**src/rtl/pipe_skid_reg.sv**
```systemverilog
// pipe_skid_reg: two-entry (main + skid) elastic stage register for the P7 MIPS core.
// Optional perf counters are built only when PIPE_SKID_PERF_EN is defined.
module pipe_skid_reg #(
  parameter int          SIDE_W   = 64,
  parameter logic [31:0] RESET_PC = 32'h3000,
  parameter logic [31:0] REQ_PC   = 32'h4180,
  parameter int          CNT_W    = 32
) (
  input  logic              clk,
  input  logic              reset,
  input  logic              Req,
  input  logic              flush,
  input  logic              in_valid,
  output logic              in_ready,
  input  logic [31:0]       PC_in,
  input  logic [31:0]       Instr_in,
  input  logic [4:0]        ExcCode_in,
  input  logic              BD_in,
  input  logic [SIDE_W-1:0] side_in,
  output logic              out_valid,
  input  logic              out_ready,
  output logic [31:0]       PC_out,
  output logic [31:0]       Instr_out,
  output logic [4:0]        ExcCode_out,
  output logic              BD_out,
  output logic [SIDE_W-1:0] side_out,
  output logic [1:0]        occupancy,
  output logic [CNT_W-1:0]  stall_cnt,
  output logic [CNT_W-1:0]  bubble_cnt
);

  typedef struct packed {
    logic [31:0]       pc;
    logic [31:0]       instr;
    logic [4:0]        exc_code;
    logic              bd;
    logic [SIDE_W-1:0] side;
  } payload_t;

  payload_t r_main;
  payload_t r_skid;
  payload_t w_in;
  logic     r_main_valid;
  logic     r_skid_valid;
  logic     w_accept;
  logic     w_drain;

  always_comb begin
    // NOTE: give every always_comb target a default first; a path that skips it infers a latch.
    w_in          = '0;
    w_in.pc       = PC_in;
    w_in.instr    = Instr_in;
    w_in.exc_code = ExcCode_in;
    w_in.bd       = BD_in;
    w_in.side     = side_in;
  end

  // in_ready comes straight from a flop, so out_ready never reaches upstream combinationally.
  assign w_accept = in_valid && !r_skid_valid;
  assign w_drain  = r_main_valid && out_ready;

  always_ff @(posedge clk) begin
    // NOTE: sequential state uses non-blocking assignments so every flop samples pre-edge values.
    if (reset) begin
      r_main_valid <= 1'b0;
      r_skid_valid <= 1'b0;
      r_main       <= '{pc: RESET_PC, instr: '0, exc_code: '0, bd: 1'b0, side: '0};
    end else if (Req) begin
      r_main_valid <= 1'b0;
      r_skid_valid <= 1'b0;
      r_main       <= '{pc: REQ_PC, instr: '0, exc_code: '0, bd: 1'b0, side: '0};
    end else if (flush) begin
      r_main_valid <= 1'b0;
      r_skid_valid <= 1'b0;
      r_main       <= '{pc: r_main.pc, instr: '0, exc_code: '0, bd: 1'b0, side: '0};
    end else if (r_skid_valid) begin
      if (w_drain) begin
        r_main       <= r_skid;
        r_main_valid <= 1'b1;
        r_skid_valid <= 1'b0;
      end
    end else if (!r_main_valid || w_drain) begin
      r_main_valid <= w_accept;
      if (w_accept) r_main <= w_in;
    end else if (w_accept) begin
      r_skid_valid <= 1'b1;
    end
  end

  // NOTE: the skid payload is pure datapath with no reset; r_skid_valid alone qualifies it.
  always_ff @(posedge clk) begin
    if (!r_skid_valid) r_skid <= w_in;
  end

  assign in_ready    = !r_skid_valid;
  assign out_valid   = r_main_valid;
  assign occupancy   = {r_skid_valid, r_main_valid & ~r_skid_valid};
  assign PC_out      = r_main.pc;
  assign Instr_out   = r_main.instr;
  assign ExcCode_out = r_main.exc_code;
  assign BD_out      = r_main.bd;
  assign side_out    = r_main.side;

`ifdef PIPE_SKID_PERF_EN
  logic [CNT_W-1:0] r_stall_cnt;
  logic [CNT_W-1:0] r_bubble_cnt;

  // Counters observe the stage as seen this cycle, so Req/flush do not disturb them.
  always_ff @(posedge clk) begin
    if (reset) begin
      r_stall_cnt  <= '0;
      r_bubble_cnt <= '0;
    end else begin
      if (r_main_valid && !out_ready && (r_stall_cnt != '1))
        r_stall_cnt <= r_stall_cnt + CNT_W'(1);
      if (!r_main_valid && (r_bubble_cnt != '1))
        r_bubble_cnt <= r_bubble_cnt + CNT_W'(1);
    end
  end

  assign stall_cnt  = r_stall_cnt;
  assign bubble_cnt = r_bubble_cnt;
`else
  assign stall_cnt  = '0;
  assign bubble_cnt = '0;
`endif

  a_skid_needs_main: assert property (@(posedge clk) disable iff (reset)
    r_skid_valid |-> r_main_valid);

  a_kill_empties: assert property (@(posedge clk) disable iff (reset)
    (Req || flush) |=> (!r_main_valid && !r_skid_valid));

endmodule

```
**config.mk**
```make
export PLATFORM = sky130hd
export DESIGN_NAME = pipe_skid_reg
export DESIGN_NICKNAME = d
export VERILOG_FILES = /design/src/rtl/pipe_skid_reg.sv
export SDC_FILE = /design/constraint.sdc
export NUM_CORES = 1
export LEC_CHECK = 0
export BUFFER_PORTS_ARGS = -buffer_cell sky130_fd_sc_hd__buf_2
export CAP_MARGIN = 20
export CORE_UTILIZATION = 47
export DETAILED_ROUTE_END_ITERATION = 10
export HOLD_SLACK_MARGIN = 0.08
export MAX_ROUTING_LAYER = met4
export PLACE_DENSITY = 0.77
export SKIP_LAST_GASP = 1
export SLEW_MARGIN = 20
export SYNTH_ARGS = -nofsm -noshare
export SYNTH_HDL_FRONTEND = slang
export SYNTH_SLANG_ARGS = --single-unit
export TNS_END_PERCENT = 50
```
**constraint.sdc**
```tcl
create_clock -name clk -period 3.98 [get_ports clk]
set_input_delay 0.199 -clock clk [delete_from_list [all_inputs] [get_ports clk]]
set_output_delay 0.199 -clock clk [all_outputs]
set_load 0.005 [all_outputs]
```
==> results of run 1 <==
## logic make-up after synthesis
kind of cell / count (synthesis) / share of synthesized area
AO/OA/AOI/OAI: 278 / 0.207
buffers and inverters: 163 / 0.0854
flip-flops: 270 / 0.584
multiplexers: 131 / 0.114
other: 1 / 0.000325
AND/OR/NAND/NOR: 17 / 0.00932
## per-stage QoR
step	utilization	power (µW)	setup slack, ps	std cells	instance area [µm²]
finish	0.637	6310	1410	1568	15100
floorplan	-	3430	9.96	923	11800
global route	0.637	6530	1290	1568	15100
detailed placement	0.538	3570	1520	1373	12800
global placement	0.538	3550	1540	1373	12800
CTS	0.636	6350	1360	1566	15100
## tightest hold or removal path: stages
cell	delay [ps]
buf_2	100
o21bai_1	160
a211oi_1	70
o31ai_1	170
## cells in the mapped netlist
master	number	area share
o21bai_1	1	0.00065
buf_2	26	0.011
or2_1	1	0.00054
nand2b_1	2	0.0011
or2_2	5	0.0027
inv_1	4	0.0013
clkbuf_1	48	0.016
edfxtp_1	134	0.35
nand2_1	2	0.00065
buf_6	10	0.0098
o31ai_1	2	0.0013
buf_4	71	0.046
a211oi_1	57	0.037
mux2_2	2	0.0020
a211oi_2	80	0.087
a31oi_1	102	0.055
dfxtp_1	136	0.24
a41oi_1	32	0.024
o21ai_0	1	0.00043
or3_1	1	0.00054
and3_4	1	0.00098
nor3b_1	1	0.00065
nor2b_1	4	0.0022
conb_1	1	0.00032
buf_1	4	0.0013
a21oi_1	3	0.0013
mux2i_1	129	0.11
## sequential cells by signal (all words and copies together), names as in the netlist
signal        count
r_skid_valid      1
BD_out            1
PC_out           32
r_skid          134
out_valid         1
ExcCode_out       5
Instr_out        32
side_out         64
## final cells by class
type                    instances  area (µm²)
well taps                     319         399
flip-flops and latches        270        6750
fillers                      1711        8630
clock inverters                11         109
repair buffers                429        2910
diodes                          2        5.00
multi-input cells             490        4080
inverters                       4        20.0
clock buffers                  43         850
## where the power goes
group | switching [µW] | internal (µW) | total (µW)
Sequential | 45.4 | 3030 | 3080
Combinational | 289 | 266 | 555
Clock | 1080 | 1600 | 2680
## final timing paths
kind / to / slack, ps / from
min: PC_out[13] / 200 / flush
max: occupancy[0] / 1410 / r_skid_valid
min reg2reg: Instr_out[31] / 560 / Instr_out[31]
max reg2reg: side_out[37] / 1500 / out_valid
## metal layers
metal  vias up  part of all wire
met5         -                 0
met1      4209              0.41
met3        70             0.066
li1       4003                 -
met2       397              0.48
met4         0             0.037
## placed cells by master, fill, tap and decap left out
master,count
nand2b_4,2
nor2b_1,4
buf_12,3
clkinv_1,1
a211oi_2,80
diode_2,2
a31oi_1,102
bufinv_16,2
edfxtp_1,134
a211oi_1,57
o21bai_1,1
nand2_1,2
mux2_2,2
a21oi_2,1
or2_4,1
or2_2,5
inv_1,2
dfxtp_4,1
dfxtp_1,135
conb_1,64
clkbuf_16,30
nor3b_1,1
buf_2,277
and3_4,1
or3_4,1
dlygate4sd3_1,139
o21ai_0,1
mux2i_1,129
a41oi_1,32
buf_4,10
inv_6,2
clkbuf_1,8
o31ai_1,2
a21oi_1,2
clkbuf_8,5
clkinv_2,8
==> key figures, run 1 <==
Clock network
  • CTS Hold Bufs: 139
  • Gates resized, CTS repair: 0
  • TritonCTS clock tree: yes
  • Clock network latency to the later pin of the worst-skew pair: 530 ps
  • H-tree Lvls: 1
  • Reg clk slew, reported paths: approximately 50 ps
  • Post-CTS Setup Bufs: 0
  • TritonCTS sink count: 270
  • CTS Buf Count: 29
  • Maximum clock path buffer count: 3
  • CTS Root Cell: clkbuf_16

Run status
  • Status: finished, final reports clean

Timing
  • Post-layout min period: 2570 ps
  • Worst slew margin: 0.316
  • Final worst-path cycle share: 0.646
  • Unrepaired setup endpoints after global routing: no
  • # setup viols final: 0
  • Final Skew: 9.21 ps
  • F_max: 389 MHz
  • Final hold violation count: 0
  • Worst Tran Pin Value: 1020 ps
  • Slew Limit Fails: 0
  • Hold slack: 202 ps
  • Setup tns final: 0 ps

Floorplanning
  • Initial Util: 0.486
  • Ports: around 340
  • # rows: 56
  • Die span in y: 159 µm
  • Die area: 0.0252 mm²
  • Die width: 159 µm
  • Core region area: 0.0238 mm²

Worst setup path
  • CP Max Fanout: about 110
  • Top cell family by delay on the critical path: buffers and inverters
  • Arrival @ worst endpoint: 2370 ps
  • Critical path class: flip-flop to output port
  • Worst path depth: 3
  • CP max stage delay: 810 ps
  • Critical path required time: about 3800 ps
  • Worst setup EP type: output port
  • FF-to-FF path depth: 4
  • CP max stage cell: dfxtp_4
  • Critical path buffers and inverters: 2
  • CP cell instances: buf_12, nor2b_1, buf_2
  • Critical Path Start Type: flip-flop

Global routing
  • Initial antenna violation count: 2
  • Largest net degree at the start of global routing: 106
  • Met3 Use GR: 0.0455
  • Overflow after GRT: 0
  • Most Used Layer, Global Route: met2
  • Met2 GRT Util: 0.385
  • Number of global-route vias before repair: 8863
  • Total GRT Usage: 0.241
  • First-pass GRT wire length: 48.2 mm
  • GRT met1 Usage: 0.302

Job
  • Max cap viols: 0

Synthesis
  • Post-synth cell types: 27
  • Flops & latches, synth: 270
  • Seq/Total Area, Yosys: 0.584
  • Synth warnings: 0
  • Mapped Area: about 0.012 mm²
  • Syn_area_per_cell: 13.4 µm²
  • Syn Inst Count: 860

Power
  • PwrDens: 417 mW/mm²
  • Leakage: 0.00586 µW
  • Worst IR drop on VDD: 0.000322 V

Worst hold path
  • WHS Path Cells: 4
  • HP Class: input port to flip-flop

Routing
  • # DRC: 0
  • Iteration-0 DRC Markers: 562
  • Pre-antenna DRT Iters: 5
  • Total number of vias: 8679
  • Number of nets with antenna violations after routing: 0
  • Wire per inst: 19.3 µm
  • DR vias/cell: 5.54
  • Total Wirelength: between 30 and 40 mm

Layout
  • Share of cells above drive strength 1: 0.346
  • Final #Nets: 1364
  • Synth-to-layout area growth: 31.0%

Placement
  • Port Buffer Count: 277
  • Routability congestion estimate from global placement: 0.800
  • Final HPWL DP: 17.2 mm
(Power assumes the default switching activity.)
==> run 2: changes to the inputs <==
CORE_UTILIZATION = 52   (was 47)
PLACE_DENSITY = 0.8   (was 0.77)
clock period = 2.66 ns   (was 3.98 ns; I/O delays follow)
==> run 2 against run 1 <==
Effect of this change:
- setup slack lost 1200 ps
- total power grew 51%
- final cell count is 2.0% lower
- register-to-register slack worse by 1300 ps
- core utilization up 6.2 points
- die area shrank 9.5%
- critical path type unchanged
- highest routed layer unchanged
- via count up 2.3%
==> key figures, run 2 (synthesis gave the netlist of run 1 again) <==
Clock network
  • TritonCTS sink count: 270 (unchanged)
  • Maximum clock path buffer count: 3 (unchanged)
  • H-tree Lvls: 1 (unchanged)
  • Clock network latency to the later pin of the worst-skew pair: 540 ps (about the same)
  • CTS Root Cell: clkbuf_16
  • Reg clk slew, reported paths: 60 ps (about the same)
  • TritonCTS clock tree: yes
  • CTS Buf Count: 29 (unchanged)
  • Post-CTS Setup Bufs: 0 (unchanged)

Placement
  • Final HPWL DP: 17.4 mm (+1.3%)
  • Port Buffer Count: 277 (unchanged)
  • Routability congestion estimate from global placement: 0.819 (+2.3%)

Routing
  • # DRC: 0 (unchanged)
  • Total number of vias: 8877 (+2.3%)
  • DR vias/cell: 5.78 (+4.3%)
  • Pre-antenna DRT Iters: 5 (unchanged)
  • Total Wirelength: 31.8 mm (+4.9%)
  • Wire per inst: 20.7 µm (+7.0%)
  • Iteration-0 DRC Markers: 613 (+9.1%)
  • Number of nets with antenna violations after routing: 0 (unchanged)

Layout
  • Synth-to-layout area growth: 32.1%
  • Share of cells above drive strength 1: 0.349 (+0.00337)
  • Largest reg by FF count: r_skid
  • Final Util: 0.699 (+0.0622)
  • Commonest non-fill, non-tap cells in the layout: 277 x buf_2, 140 x dlygate4sd3_1, 135 x dfxtp_1
  • Final #Nets: 1372 (+0.59%)
  • Max reg flops: 134 (unchanged)
  • Most common cell after layout, fill and taps aside: buf_2

Power
  • PwrDens: 623 mW/mm² (+49%)
  • Leakage: 0.00594 µW (+1.5%)
  • Worst IR drop on VDD: 0.000556 V (+72%)

Timing
  • Hold slack: 125 ps (-76.7 ps)
  • Setup tns final: 0 ps (unchanged)
  • Final hold violation count: 0 (unchanged)
  • Unrepaired setup endpoints after global routing: no
  • Final Skew: 15.5 ps (+6.27 ps)
  • F_max: 402 MHz
  • Post-layout min period: 2490 ps
  • Final worst-path cycle share: 0.935
  • # setup viols final: 0 (unchanged)
  • Worst Tran Pin Value: 864 ps (-156 ps)
  • Worst slew margin: 0.424 (+0.108)
  • Slew Limit Fails: 0 (unchanged)

Worst hold path
  • Hold Crit Start: flush
  • HP Class: input port to flip-flop

Run status
  • Status: finished, final reports clean

Worst setup path
  • Top cell family by delay on the critical path: buffers and inverters
  • Critical Path Start Type: flip-flop
  • CP max stage delay: 650 ps (-160 ps)
  • Critical path buffers and inverters: 3 (+1)
  • Arrival @ worst endpoint: 2350 ps (-20 ps)
  • CP cell instances: clkinvlp_4, buf_12, buf_2
  • Critical path required time: 2530 ps (-1250 ps)
  • Worst flop-to-flop path startpoint: r_skid_valid
  • CP max stage cell: clkinvlp_4
  • CP Max Fanout: 33 (-69%)
  • Crit. Startpoint: r_skid_valid
  • Critical path class: flip-flop to output port
  • Worst setup EP type: output port

Global routing
  • Number of global-route vias before repair: 9025 (+1.8%)
  • Largest net degree at the start of global routing: 135 (+27%)
  • First-pass GRT wire length: 48.2 mm (-0.14%)
  • Initial antenna violation count: 2 (unchanged)
  • Overflow after GRT: 0 (unchanged)
  • Total GRT Usage: 0.278 (+0.0371)

Floorplanning
  • # rows: 54 (-3.6%)
  • Die width: 151 µm (-4.9%)
  • Ports: 342 (unchanged)
  • Die area: 0.0228 mm² (-9.5%)
  • Die span in y: 151 µm (-4.9%)
  • Core region area: 0.0218 mm² (-8.1%)
  • Initial Util: 0.529 (+0.0430)

Job
  • Max cap viols: 0 (unchanged)
## run 2: cell types whose count changed in the layout (fill, tap and decap cells not counted)
cell,delta
clkbuf_1,-1
clkbuf_16,-1
buf_4,-2
inv_6,-1
inv_16,+1
dlygate4sd3_1,+1
clkbuf_8,+1
clkinv_2,-1
inv_1,+1
clkinvlp_4,+1
buf_12,+9
## run 2: cell type report
cell class | instances | area [µm²]
Clock buffer | 42 | 835
Sequential cell | 270 | 6750
Tap cell | 280 | 350
Timing Repair Buffer | 437 | 3090
Antenna cell | 2 | 5.00
Fill cell | 1474 | 6570
Clock inverter | 12 | 128
Inverter | 4 | 18.8
Multi-Input combinational cell | 490 | 4080
## run 2: what timing repair did
action,CTS,global route
endpoints found under the hold margin,270,0
setup endpoints to repair,0,0
hold buffers,140,0
gates resized for setup,0,0
## run 2: worst register-to-register path, stage by stage (launching register included)
cell           delay, ps
dfxtp_4              570
clkinvlp_4           660
buf_4                390
nand2_1               60
a21oi_1               60
dlygate4sd3_1        590
## run 2: per-layer routing
layer	vias up	global-route usage	part of all wire
li1	4004	-	-
met3	89	0.0506	0.067
met2	448	0.458	0.51
met5	-	-	0
met4	0	0.103	0.035
met1	4336	0.340	0.39
## run 2: through the flow
step	total power, µW	worst slack (ps)	area [µm²]	std cells
finish	9500	174	15300	1537
global route	9790	30.2	15300	1537
CTS	9500	114	15200	1535
detailed placement	5360	693	12900	1341
global placement	5330	715	12900	1341
floorplan	5140	-413	11800	923
## run 2: worst paths after layout
| check | slack [ps] | depth (start not counted) | end |
|---|---|---|---|
| max | 170 | 3 | in_ready |
| min reg2reg | 550 | 2 | side_out[9] |
| min | 130 | 4 | PC_out[13] |
| max reg2reg | 220 | 5 | out_valid |
## run 2: power by group
part | switching [µW] | total (µW) | internal [µW]
sequential | 70.3 | 4600 | 4530
combinational | 448 | 860 | 412
clock | 1660 | 4040 | 2380
==> run 3: changes to the inputs <==
--- a/config.mk
+++ b/config.mk
@@ -9,3 +9,3 @@
 export CAP_MARGIN = 20
-export CORE_UTILIZATION = 52
+export CORE_UTILIZATION = 40
 export DETAILED_ROUTE_END_ITERATION = 10
@@ -13,3 +13,2 @@
 export MAX_ROUTING_LAYER = met4
-export PLACE_DENSITY = 0.8
 export SKIP_LAST_GASP = 1
==> constraint.sdc (replaced) <==
create_clock -name clk -period 2.66 [get_ports clk]
set_input_delay 0.665 -clock clk [delete_from_list [all_inputs] [get_ports clk]]
set_output_delay 0.665 -clock clk [all_outputs]
set_load 0.005 [all_outputs]
==> run 3 against run 2 <==
Effect of this change:
- largest cell class unchanged
- total power rose by 3.5%
- cell area fell by 7.5%
- via count down 9.3%
- setup slack improved by 240 ps
- clock skew rose by 3.5 ps
- combinational power down 21%
- worst hold slack better by 170 ps
- non-clock buffer count fell by 136
- core utilization fell by 20 points
- maximum frequency increased by 11%
- sequential share of layout area increased by 3.6 points
- die area increased by 30%
==> key figures, run 3 (synthesis gave the netlist of run 1 again) <==
Floorplanning
  • # rows: 61 (+13%)
  • Die width: 172 µm (+14%)
  • Die area: 0.0296 mm² (+30%)
  • Die span in y: 172 µm (+14%)
  • Core region area: 0.0281 mm² (+29%)
  • Initial Util: 0.411 (-0.118)
  • Ports: 342 (unchanged)

Clock network
  • CTS Root Cell: clkbuf_16
  • CTS Hold Bufs: 0 (-100%)
  • TritonCTS sink count: 270 (unchanged)
  • Post-CTS Setup Bufs: 0 (unchanged)
  • Clock network latency to the later pin of the worst-skew pair: 550 ps (about the same)
  • Maximum clock path buffer count: 3 (unchanged)
  • Reg clk slew, reported paths: 70 ps (about the same)
  • H-tree Lvls: 1 (unchanged)
  • CTS Buf Count: 30 (+3.4%)
  • Gates resized, CTS repair: 0 (unchanged)
  • TritonCTS clock tree: yes

Worst setup path
  • CP cell instances: buf_4, nor2b_1, buf_2
  • Worst setup EP type: output port
  • CP max stage delay: 420 ps (-230 ps)
  • Critical Path Start Type: flip-flop
  • Arrival @ worst endpoint: 1580 ps (-770 ps)
  • CP max stage cell: dfxtp_4
  • CP Max Fanout: 26 (-21%)
  • Critical path class: flip-flop to output port
  • Top cell family by delay on the critical path: buffers and inverters
  • Critical path required time: 2000 ps (-530 ps)
  • Critical path buffers and inverters: 2 (-1)

Timing
  • Worst Tran Pin Value: 885 ps (+20.5 ps)
  • # setup viols final: 0 (unchanged)
  • Final Skew: 19.0 ps (+3.53 ps)
  • Final hold violation count: 0 (unchanged)
  • F_max: 446 MHz (+11%)
  • Unrepaired setup endpoints after global routing: no
  • Worst slew margin: 0.410 (-0.0136)
  • Slew Limit Fails: 0 (unchanged)
  • Post-layout min period: 2240 ps (-244 ps)
  • Final worst-path cycle share: 0.843 (-0.0918)

Placement
  • Final HPWL DP: 18.2 mm (+4.8%)
  • Placed inst area: 0.0130 mm² (+0.89%)
  • Port Buffer Count: 277 (unchanged)
  • Routability congestion estimate from global placement: 0.735 (-10%)

Layout
  • Synth-to-layout area growth: 22.2%
  • Share of cells above drive strength 1: 0.401 (+0.0515)
  • Most common cell after layout, fill and taps aside: buf_2
  • Largest reg by FF count: r_skid
  • Post-Layout Inst Area: 0.0141 mm² (-7.5%)
  • Final #Nets: 1237 (-9.8%)
  • Commonest non-fill, non-tap cells in the layout: 277 x buf_2, 135 x dfxtp_1, 134 x edfxtp_1
  • Max reg flops: 134 (unchanged)

Routing
  • Iteration-0 DRC Markers: 460 (-25%)
  • Number of nets with antenna violations after routing: 0 (unchanged)
  • DR vias/cell: 5.36 (-7.2%)
  • Total Wirelength: 30.2 mm (-4.9%)
  • # DRC: 0 (unchanged)
  • Pre-antenna DRT Iters: 6 (+1)
  • Total number of vias: 8052 (-9.3%)
  • Wire per inst: 20.1 µm (-2.7%)

Run status
  • Status: finished, final reports clean

Global routing
  • Largest net degree at the start of global routing: 135 (unchanged)
  • First-pass GRT wire length: 45.2 mm (-6.1%)
  • Initial antenna violation count: 2 (unchanged)
  • Total GRT Usage: 0.201 (-0.0764)
  • Overflow after GRT: 0 (unchanged)
  • Number of global-route vias before repair: 7805 (-14%)

Worst hold path
  • HP Class: input port to flip-flop

Power
  • PwrDens: 697 mW/mm² (+12%)
  • Power Total: 9830 µW (+3.5%)
  • Worst IR drop on VDD: 0.000596 V (+7.2%)
  • Leakage: 0.00543 µW (-8.6%)

Job
  • Max cap viols: 0 (unchanged)
[run 3: area by class of cell]
type | instances | area, µm²
inverter | 4 | 18.8
clock buffer | 38 | 852
antenna | 3 | 7.51
fill | 2503 | 14000
tap | 378 | 473
multi-input combinational | 490 | 4080
timing repair buffer | 301 | 1680
sequential | 270 | 6750
clock inverter | 18 | 251
[run 3: metal layers]
| metal | vias up | global-route usage | part of all wire |
|---|---|---|---|
| met3 | 58 | 0.0446 | 0.069 |
| met2 | 297 | 0.301 | 0.45 |
| met1 | 3959 | 0.269 | 0.44 |
| met5 | - | - | 0 |
| met4 | 0 | 0.0677 | 0.032 |
| li1 | 3738 | - | - |
[run 3: worst reg2reg max path, stage by stage, from the launching register on]
cell and delay, ps:
dfxtp_4 420, buf_4 370, o21bai_1 210, a21oi_2 320
buf_12 240, a211oi_1 110
[run 3: report_power, final]
group	internal, µW	switching (µW)
combinational	282	399
sequential	4530	62.0
clock	2840	1710
total	7660	2180
[run 3: path summary, 6_finish.rpt]
check | startpoint | slack (ps) | cells after the start | to
setup / recovery | r_skid_valid | 420 | 3 | occupancy[0]
hold / removal | PC_in[11] | 300 | 1 | r_skid[113]
setup reg to reg | r_skid_valid | 830 | 5 | PC_out[11]
hold reg to reg | Instr_out[29] | 550 | 2 | Instr_out[29]
[run 3: through the flow]
stage                     instances  setup TNS, ps  worst slack (ps)  hold WS [ps]  utilization
final                          1502              0               418           298        0.502
after global routing           1501              0               301           271        0.502
after CTS                      1499              0               375           269        0.502
after detailed placement       1443              0               562           541        0.463
after global placement         1443              0               613           534        0.463
after floorplan                 923         -55710              -413           526            -
